===== src/rtl/libtm_pkg.sv =====
// libtm: definitions shared by the HySim PCIe mailbox read and write paths.
//   NTHREADIDMSB  MSB index of a core ID (core IDs are NTHREADIDMSB+1 bits)
//   MBX_TOG_BIT   bit of a mailbox word that carries the per-core toggle
//   MBX_DATA_W    payload width of a mailbox word
//   mbx_entry_t   {core_id, data} as captured from a simulated core
//   wr_state_t    mailbox writer FSM states
package libtm;

  localparam int NTHREADIDMSB = 3;
  localparam int MBX_TOG_BIT  = 31;
  localparam int MBX_DATA_W   = 31;

  typedef struct packed {
    logic [NTHREADIDMSB:0]  core_id;
    logic [MBX_DATA_W-1:0]  data;
  } mbx_entry_t;

  typedef enum logic {
    WR_IDLE  = 1'b0,
    WR_WRITE = 1'b1
  } wr_state_t;

endpackage


===== src/rtl/pcie_write_mod_fifo.sv =====
// pcie_wr_fifo: synchronous FIFO of mailbox entries (DEPTH must be a power
// of two, at least 2, so the pointers wrap naturally).
//   clk, rst_n   clock, asynchronous active-low reset (clears pointers/count)
//   push         write push_entry at the tail (caller guarantees not full)
//   push_entry   entry to store
//   pop          drop the head entry (caller guarantees not empty)
//   head         current head entry
//   second       entry behind the head, valid when count >= 2
//   count        number of stored entries
module pcie_wr_fifo
  import libtm::*;
#(
  parameter int DEPTH = 4,
  parameter int CNT_W = $clog2(DEPTH + 1)
) (
  input  logic             clk,
  input  logic             rst_n,
  input  logic             push,
  input  mbx_entry_t       push_entry,
  input  logic             pop,
  output mbx_entry_t       head,
  output mbx_entry_t       second,
  output logic [CNT_W-1:0] count
);

  localparam int PTR_W = (DEPTH > 1) ? $clog2(DEPTH) : 1;

  mbx_entry_t       mem [DEPTH];
  logic [PTR_W-1:0] rd_ptr;
  logic [PTR_W-1:0] wr_ptr;

  assign head   = mem[rd_ptr];
  assign second = mem[rd_ptr + PTR_W'(1)];

  // Storage carries no reset; only the pointers define what is valid.
  always_ff @(posedge clk) begin
    if (push) begin
      mem[wr_ptr] <= push_entry;
    end
  end

  always_ff @(posedge clk or negedge rst_n) begin
    if (!rst_n) begin
      rd_ptr <= '0;
      wr_ptr <= '0;
      count  <= '0;
    end else begin
      if (push) begin
        wr_ptr <= wr_ptr + PTR_W'(1);
      end
      if (pop) begin
        rd_ptr <= rd_ptr + PTR_W'(1);
      end
      count <= count + CNT_W'(push) - CNT_W'(pop);
    end
  end

endmodule


===== src/rtl/pcie_write_mod.sv =====
// pcie_write_mod: host-bound mailbox writer. Words from simulated cores are
// written to RAM slot BASE_ADDR+coreID as {toggle, payload}; the toggle of a
// core flips each time one of its writes is acknowledged, so the host sees a
// new word as a change of bit 31.
//
// Build option: WRITEMOD_FIFO_EN selects a FIFO_DEPTH-entry input FIFO
// (pcie_wr_fifo); without it a single holding register is used and the
// block accepts at most one word every two cycles.
//
// Ports:
//   clk, rst_n    clock, asynchronous active-low reset
//   coreID        source core of FPGA_data
//   FPGA_data     31-bit payload
//   FPGA_valid    payload valid
//   FPGA_ready    block can accept (registered, from fill state only)
//   RAM_addr      write address
//   RAM_wdata     {toggle, payload}
//   RAM_we        write request, held with addr/data stable until RAM_ack
//   RAM_ack       RAM took the write this cycle (ignored while RAM_we=0)
//   id_err        one-cycle pulse: a word with coreID >= NUM_CORES was dropped
//
// Handshakes: the input side transfers on a cycle with FPGA_valid &
// FPGA_ready; the RAM side transfers on a cycle with RAM_we & RAM_ack, and
// while RAM_we is high address and data do not change.
module pcie_write_mod
  import libtm::*;
#(
  parameter int NUM_CORES  = 1,
  parameter int ADDR_W     = 10,
  parameter int BASE_ADDR  = 0,
  parameter int FIFO_DEPTH = 4
) (
  input  logic                  clk,
  input  logic                  rst_n,
  input  logic [NTHREADIDMSB:0] coreID,
  input  logic [MBX_DATA_W-1:0] FPGA_data,
  input  logic                  FPGA_valid,
  output logic                  FPGA_ready,
  output logic [ADDR_W-1:0]     RAM_addr,
  output logic [31:0]           RAM_wdata,
  output logic                  RAM_we,
  input  logic                  RAM_ack,
  output logic                  id_err
);

`ifdef WRITEMOD_FIFO_EN
  localparam int CAP = FIFO_DEPTH;
`else
  localparam int CAP = 1;
`endif
  localparam int CNT_W = $clog2(CAP + 1);

  if ((FIFO_DEPTH < 2) || ((FIFO_DEPTH & (FIFO_DEPTH - 1)) != 0)) begin : g_depth_chk
    $error("pcie_write_mod: FIFO_DEPTH must be a power of two >= 2");
  end

  wr_state_t         state;
  logic [NUM_CORES-1:0] tog;
  logic [NUM_CORES-1:0] tog_next;

  mbx_entry_t        in_entry;
  mbx_entry_t        load_entry;
  mbx_entry_t        head;
  mbx_entry_t        second;
  logic [CNT_W-1:0]  count;
  logic [CNT_W-1:0]  count_next;

  logic id_ok;
  logic accept;
  logic push;
  logic pop;
  logic more;
  logic load;
  logic tog_bit;

  // The head of the buffer is the word being presented to the RAM; it is
  // only removed when the RAM acknowledges it.
`ifdef WRITEMOD_FIFO_EN
  pcie_wr_fifo #(
    .DEPTH (FIFO_DEPTH),
    .CNT_W (CNT_W)
  ) u_fifo (
    .clk        (clk),
    .rst_n      (rst_n),
    .push       (push),
    .push_entry (in_entry),
    .pop        (pop),
    .head       (head),
    .second     (second),
    .count      (count)
  );
`else
  mbx_entry_t hold_entry;
  logic       hold_valid;

  always_ff @(posedge clk or negedge rst_n) begin
    if (!rst_n) begin
      hold_valid <= 1'b0;
      hold_entry <= '0;
    end else begin
      if (pop) begin
        hold_valid <= 1'b0;
      end
      if (push) begin
        hold_valid <= 1'b1;
        hold_entry <= in_entry;
      end
    end
  end

  assign count  = hold_valid;
  assign head   = hold_entry;
  assign second = hold_entry;
`endif

  always_comb begin
    in_entry.core_id = coreID;
    in_entry.data    = FPGA_data;
    id_ok  = (int'(coreID) < NUM_CORES);
    accept = FPGA_valid && FPGA_ready;
    push   = accept && id_ok;
    pop    = RAM_we && RAM_ack;
    more   = (int'(count) >= 2);

    // New RAM contents are loaded when idle and a word arrives, or when the
    // current write is acknowledged and another word is waiting (either
    // already buffered behind the head, or arriving this very cycle).
    load       = ((state == WR_IDLE) && push) || (pop && (more || push));
    load_entry = (pop && more) ? second : in_entry;

    // Toggle flip of the acknowledged write is visible to the next word
    // so back-to-back writes to one core alternate bit 31.
    for (int i = 0; i < NUM_CORES; i++) begin
      tog_next[i] = tog[i] ^ (pop && (int'(head.core_id) == i));
    end
    tog_bit = 1'b0;
    for (int i = 0; i < NUM_CORES; i++) begin
      if (int'(load_entry.core_id) == i) begin
        tog_bit = ~tog_next[i];
      end
    end

    count_next = count + CNT_W'(push) - CNT_W'(pop);
  end

  always_ff @(posedge clk or negedge rst_n) begin
    if (!rst_n) begin
      state      <= WR_IDLE;
      tog        <= '0;
      FPGA_ready <= 1'b1;
      RAM_we     <= 1'b0;
      RAM_addr   <= '0;
      RAM_wdata  <= '0;
      id_err     <= 1'b0;
    end else begin
      tog        <= tog_next;
      FPGA_ready <= (int'(count_next) < CAP);
      id_err     <= accept && !id_ok;
      if (load) begin
        RAM_addr  <= ADDR_W'(BASE_ADDR) + ADDR_W'(load_entry.core_id);
        RAM_wdata <= {tog_bit, load_entry.data};
      end
      case (state)
        WR_IDLE: begin
          if (load) begin
            state  <= WR_WRITE;
            RAM_we <= 1'b1;
          end
        end
        WR_WRITE: begin
          if (pop && !load) begin
            state  <= WR_IDLE;
            RAM_we <= 1'b0;
          end
        end
        default: begin
          state  <= WR_IDLE;
          RAM_we <= 1'b0;
        end
      endcase
    end
  end

  // Bit 31 layout is fixed by the mailbox word format.
  if (MBX_TOG_BIT != 31) begin : g_layout_chk
    $error("pcie_write_mod: toggle must be bit 31");
  end

endmodule


===== config.mk =====
export PLATFORM = sky130hd
export DESIGN_NAME = pcie_write_mod
export DESIGN_NICKNAME = d
export VERILOG_FILES = /design/src/rtl/libtm_pkg.sv /design/src/rtl/pcie_write_mod_fifo.sv /design/src/rtl/pcie_write_mod.sv
export SDC_FILE = /design/constraint.sdc
export NUM_CORES = 1
export LEC_CHECK = 0
export BUFFER_PORTS_ARGS = -buffer_cell sky130_fd_sc_hd__clkbuf_2
export CELL_PAD_IN_SITES_DETAIL_PLACEMENT = 1
export CELL_PAD_IN_SITES_GLOBAL_PLACEMENT = 1
export CORE_ASPECT_RATIO = 0.7
export CORE_UTILIZATION = 33
export CTS_BUF_LIST = sky130_fd_sc_hd__clkbuf_2
export DETAILED_ROUTE_END_ITERATION = 10
export PLACE_DENSITY_LB_ADDON = 0.1
export SETUP_SLACK_MARGIN = 0.1
export SYNTH_ARGS = -nofsm -noshare
export SYNTH_HDL_FRONTEND = slang
export SYNTH_SLANG_ARGS = --single-unit

===== constraint.sdc =====
create_clock -name clk -period 1.8 [get_ports clk]
set_clock_uncertainty 0.1 [all_clocks]
set_input_delay 0.36 -clock clk [delete_from_list [all_inputs] [get_ports clk]]
set_output_delay 0.36 -clock clk [all_outputs]
set_load 0.01 [all_outputs]

# After elaboration in Yosys (flattened, before gate mapping)
# Cells that the tools add are included.
[word_totals]
regBits = 46
inputBits = 39
output_inout_bits = 45
word_cells = 42
[classes]
add_sub_neg = 2
magnitude_cmp = 2
n_eq_ne = 2
muxes = 9
n_bitwise = 3
n_reduce_logical = 15
[op_table]
columns = ["op", "n"]
rows = [
  ["$logic_and 1x1->1", 8],
  ["$logic_not 4->1", 2],
  ["$mux 1", 7],
  ["$lt 4x1->1 const B", 1],
  ["$pmux 1 s2", 2],
  ["$logic_not 1->1", 2],
  ["$ne 2x1->1 const B", 1],
  ["$ne 2x2->1 const B", 1],
  ["$not 1->1", 2],
  ["$reduce_and 2->1", 1],
  ["$reduce_bool 2->1", 1],
  ["$add 1x1->1", 1],
  ["$logic_or 1x1->1", 1],
  ["$lt 1x1->1 const B", 1],
  ["$sub 1x1->1", 1],
  ["$xor 1x1->1", 1],
]

# Longest topological paths before layout
[depth]
word_depth = 8
mapped_depth = 6
mapped_depth_nobuf = 6

# Least setup slack after synthesis
# Ideal clock, no wire load.
[synth_path]
kind = "input-to-reg"
start = "input coreID[3]"
end = "register RAM_wdata[0]"
setup_ns = 0.125
arrival_ns = 1.784
t_required_ns = 1.575
slack_ns = -0.209
stages = 6
path_buffers = 1
cell_sequence = "or4_1 -> nor2_2 -> ha_1 -> a21oi_2 -> buf_6 -> mux2_2"
[synth_between]
elab_chain_cells = 4
elab_cells_between_ends = 5
cone_classes = "1 x order compare; 4 x reduce/logical"
[synth_rtl]
columns = ["element", "line_no", "source"]
rows = [
  ["start, declared", "pcie_write_mod.sv:35", "input logic [NTHREADIDMSB:0] coreID,"],
  ["$lt 4x1->1 (*)", "pcie_write_mod.sv:119", "id_ok = (int'(coreID) < NUM_CORES);"],
  ["$logic_and 1x1->1 (*)", "pcie_write_mod.sv:121", "push = accept && id_ok;"],
  ["net push", "pcie_write_mod.sv:70", "logic push;"],
  ["$logic_and 1x1->1", "pcie_write_mod.sv:128", "load = ((state == WR_IDLE) && push) || (pop && (more || push));"],
  ["$logic_or 1x1->1 (*)", "pcie_write_mod.sv:128", ""],
  ["end signal, assigned", "pcie_write_mod.sv:161", "RAM_wdata <= {tog_bit, load_entry.data};"],
  ["end, declared", "pcie_write_mod.sv:40", "output logic [31:0] RAM_wdata,"],
]
# The timed path passes the listed nets; every way through them passes the cells marked *.
# A chain may end at the register's enable or synchronous reset.

# Worst setup path in the final report
[layout_path]
start = "register hold_entry (netlist bit head[33])"
end = "register RAM_wdata[31]"
[layout_between]
elab_chain_cells = 5
[layout_rtl]
columns = ["element", "line_no", "source"]
rows = [
  ["start, declared", "pcie_write_mod.sv:93", "mbx_entry_t hold_entry;"],
  ["start signal, assigned", "pcie_write_mod.sv:106", "hold_entry <= in_entry;"],
  ["$logic_not 4->1", "pcie_write_mod.sv:134", "tog_next[i] = tog[i] ^ (pop && (int'(head.core_id) == i));"],
  ["$logic_and 1x1->1", "pcie_write_mod.sv:134", ""],
  ["$xor 1x1->1", "pcie_write_mod.sv:134", ""],
  ["$not 1->1", "pcie_write_mod.sv:139", "tog_bit = ~tog_next[i];"],
  ["$mux 1", "pcie_write_mod.sv:138", "if (int'(load_entry.core_id) == i) begin"],
]
# Every way passes these cells.

==> impl_metrics.ini <==
[grt]
grt_usage = 0.1673
grt_overflow = 0
grt_pass1_wl_mm = 7.493
antenna_found_initial = 0
grt_pass1_vias = 1488
grt_start_max_net_pins = 20

[synth]
netlist_area_mm2 = 0.001852
syn_area_per_cell_um2 = 14.03
syn_inst = 132
synthFlopType = dfrtp_1
synth-seq-cells = 46
synth_edf_count = 0
synth_area_leader_cell = dfrtp_1
async_flop_share = 1.000
synthTopCellsByArea = dfrtp_1, mux2_2, o21ai_0
seq_area_frac_synth = 0.6223
yosysTopAreaCellShare = 0.6081
synth_cell_types = 29
yosys_warnings = 0

[sta]
tightest_slew_ns = 0.7219
setup_violations = 0
hold_viol_final = 0
period_share = 0.9719
rsz0062_at_grt = true
slew_viol_final = 0
relSlewSlack = 0.5147
whs_ns = 0.07701
fin_crit_ns = 1.749
fmax_mhz = 571.6
worst_slack_ns = 0.05051

[floorplan]
die-area_mm2 = 0.005920
pin_count = 84
die_x_um = 91.54
rows = 22
die_h_um = 64.68
core_mm2 = 0.005313
start_util = 0.3486

[worst_setup_path]
crit_path_max_incr_delay_ns = 0.55
crit_path_start_kind = flip-flop
setup.worst_path.end = RAM_wdata[31]
worst-path-buf-inv = 0
crit_path_max_fanout = 2
crit_path_start = head[33]
crit_chain = or4_4 -> or3_4 -> a32o_1
rrSetupSlack_ns = 0.05
cp.required_ns = 2.01
arrival_ns = 1.96
path_class = flip-flop to flip-flop
cp.depth = 3
rr_startpoint = head[33]
r2r_cells = 3
r2r-end = RAM_wdata[31]
worst_path_max_delay_cell = or4_4
crit_family = simple AND/OR/NAND/NOR gates
end_kind = flip-flop

[power]
p_comb_frac = 0.364
peakVddDrop_uv = 528.8
p_sw_frac = 0.3350
powerDensity_mw_per_mm2 = 1229
switchingPower_w = 0.001082
pwr-share-clk = 0.129
seqPwrFrac = 0.508
p_int_w = 0.002148
p_leak_nw = 1.381

[finish]
fin_nets = 281
layout_commonest_cell = clkbuf_2
drive_gt1_frac = 0.6515
stdcell_area_mm2 = 0.002629
area_growth_pct = 41.96
layout_common_cells = clkbuf_2, dfrtp_1, mux2_2, buf_4, o21ai_0
diodes = 0

[cts]
htreeDepth = 2
cts_tree = done
insertion_delay_ns = 0.39
clock-root-buffer = clkbuf_2
clock-sinks = 46
cts_buffer_depth = 2
clkSlewWorstSetupHoldPaths_ns = 0.22
cts_made_buffers = 5

[detailed_routing]
dr_wl_met2_mm = 2.151
vias = 1402
vias_per_cell = 4.479
ant_nets = 0
drc = 0
wl_met1_mm = 2.061
first_pass_iters = 4
first_iter_violations = 13
finalWirelength_mm = 4.548
met3_length_um = 299
wl_per_cell_um = 14.53
top_layer = met4

[placed_design]
port_buffers = 77
dpl_worst_slack_ns = -0.5064
post-dp-hpwl_mm = 3.185
place_area_mm2 = 0.002412
place_congestion = 0.7659

[run]
cap_violations = 0

[run_status]
status = finished, final reports clean

[min_path]
hold_path_class = input pin to flip-flop
-- worst min-delay path by stage --
stage / startpoint / slack [ns] / depth (start not counted) / endpoint
after floorplan: rst_n / -0.04 / 0 / RAM_addr[0]
after global placement: rst_n / 0.15 / 1 / RAM_wdata[22]
after detailed placement: rst_n / 0.15 / 1 / RAM_wdata[22]
after CTS: FPGA_data[24] / 0.05 / 2 / RAM_wdata[24]
after global routing: FPGA_data[24] / 0.02 / 2 / RAM_wdata[24]
final: FPGA_data[24] / 0.08 / 2 / RAM_wdata[24]
-- synthesized netlist by cell type (all sizes together), types with 2 or more instances --
library cell,instances
ha,2
and2,4
nand2,10
or4,2
dfrtp,45
o21ai,10
nor2,3
a21oi,2
buf,9
inv,2
mux2,31
-- repair_timing --
item / 4_1_cts / 5_1_grt
gates resized for setup: 9 / 6
setup buffers: 9 / 0
hold endpoints to repair: 9 / 0
pin swaps: 4 / 1
hold buffers: 1 / 0
gates cloned: 3 / 0
setup endpoints to repair: 33 / 35
-- routing by layer --
layer | global-route usage | vias up
li1 | - | 655
met1 | 0.2244 | 684
met2 | 0.2697 | 59
met3 | 0.04225 | 4
met4 | 0.04762 | 0
met5 | 0 | -
-- cells by family after synthesis --
family	synth area share
AO/OA/AOI/OAI	0.04797
XOR/XNOR	0.004731
adder cells (fa/ha/maj)	0.01351
buffers and inverters	0.04864
flip-flops	0.6223
multiplexers	0.1885
other	0.002025
AND/OR/NAND/NOR	0.07231
-- per-stage QoR --
stage / utilization / setup TNS [ns] / power [W] / cells
floorplan: - / -2.633 / 0.002220 / 137
global placement: 0.4541 / -12.60 / 0.002749 / 292
detailed placement: 0.4541 / -16.05 / 0.002815 / 292
CTS: 0.4913 / 0 / 0.003270 / 313
global route: 0.4948 / 0 / 0.003441 / 313
finish: 0.4948 / 0 / 0.003230 / 313
-- cell type report --
type                       count  area [um2]
fill                         580        2684
sequential                    46        1152
multi-input combinational     80       688.2
timing repair buffer         105       651.9
tap                           72       90.09
clock buffer                   6       30.03
clock inverter                 2       8.758
inverter                       2       7.507
-- power by group through the flow --
stage | Combinational [W] | Clock [W] | Sequential, W
after global placement | 0.00112 | 0 | 0.00163
after detailed placement | 0.00115 | 0 | 0.00167
after global routing | 0.00127 | 0.000473 | 0.00170
final | 0.00117 | 0.000415 | 0.00164
after floorplan | 0.000410 | 0 | 0.00181
after CTS | 0.00119 | 0.000440 | 0.00165
-- state kept, by name (all words and copies together), names as in the netlist --
register / count
FPGA_ready: 1
RAM_addr: 4
RAM_wdata: 32
RAM_we: 1
count: 1
head: 4
id_err: 1
state: 1
tog: 1
(Power assumes the default switching activity.)
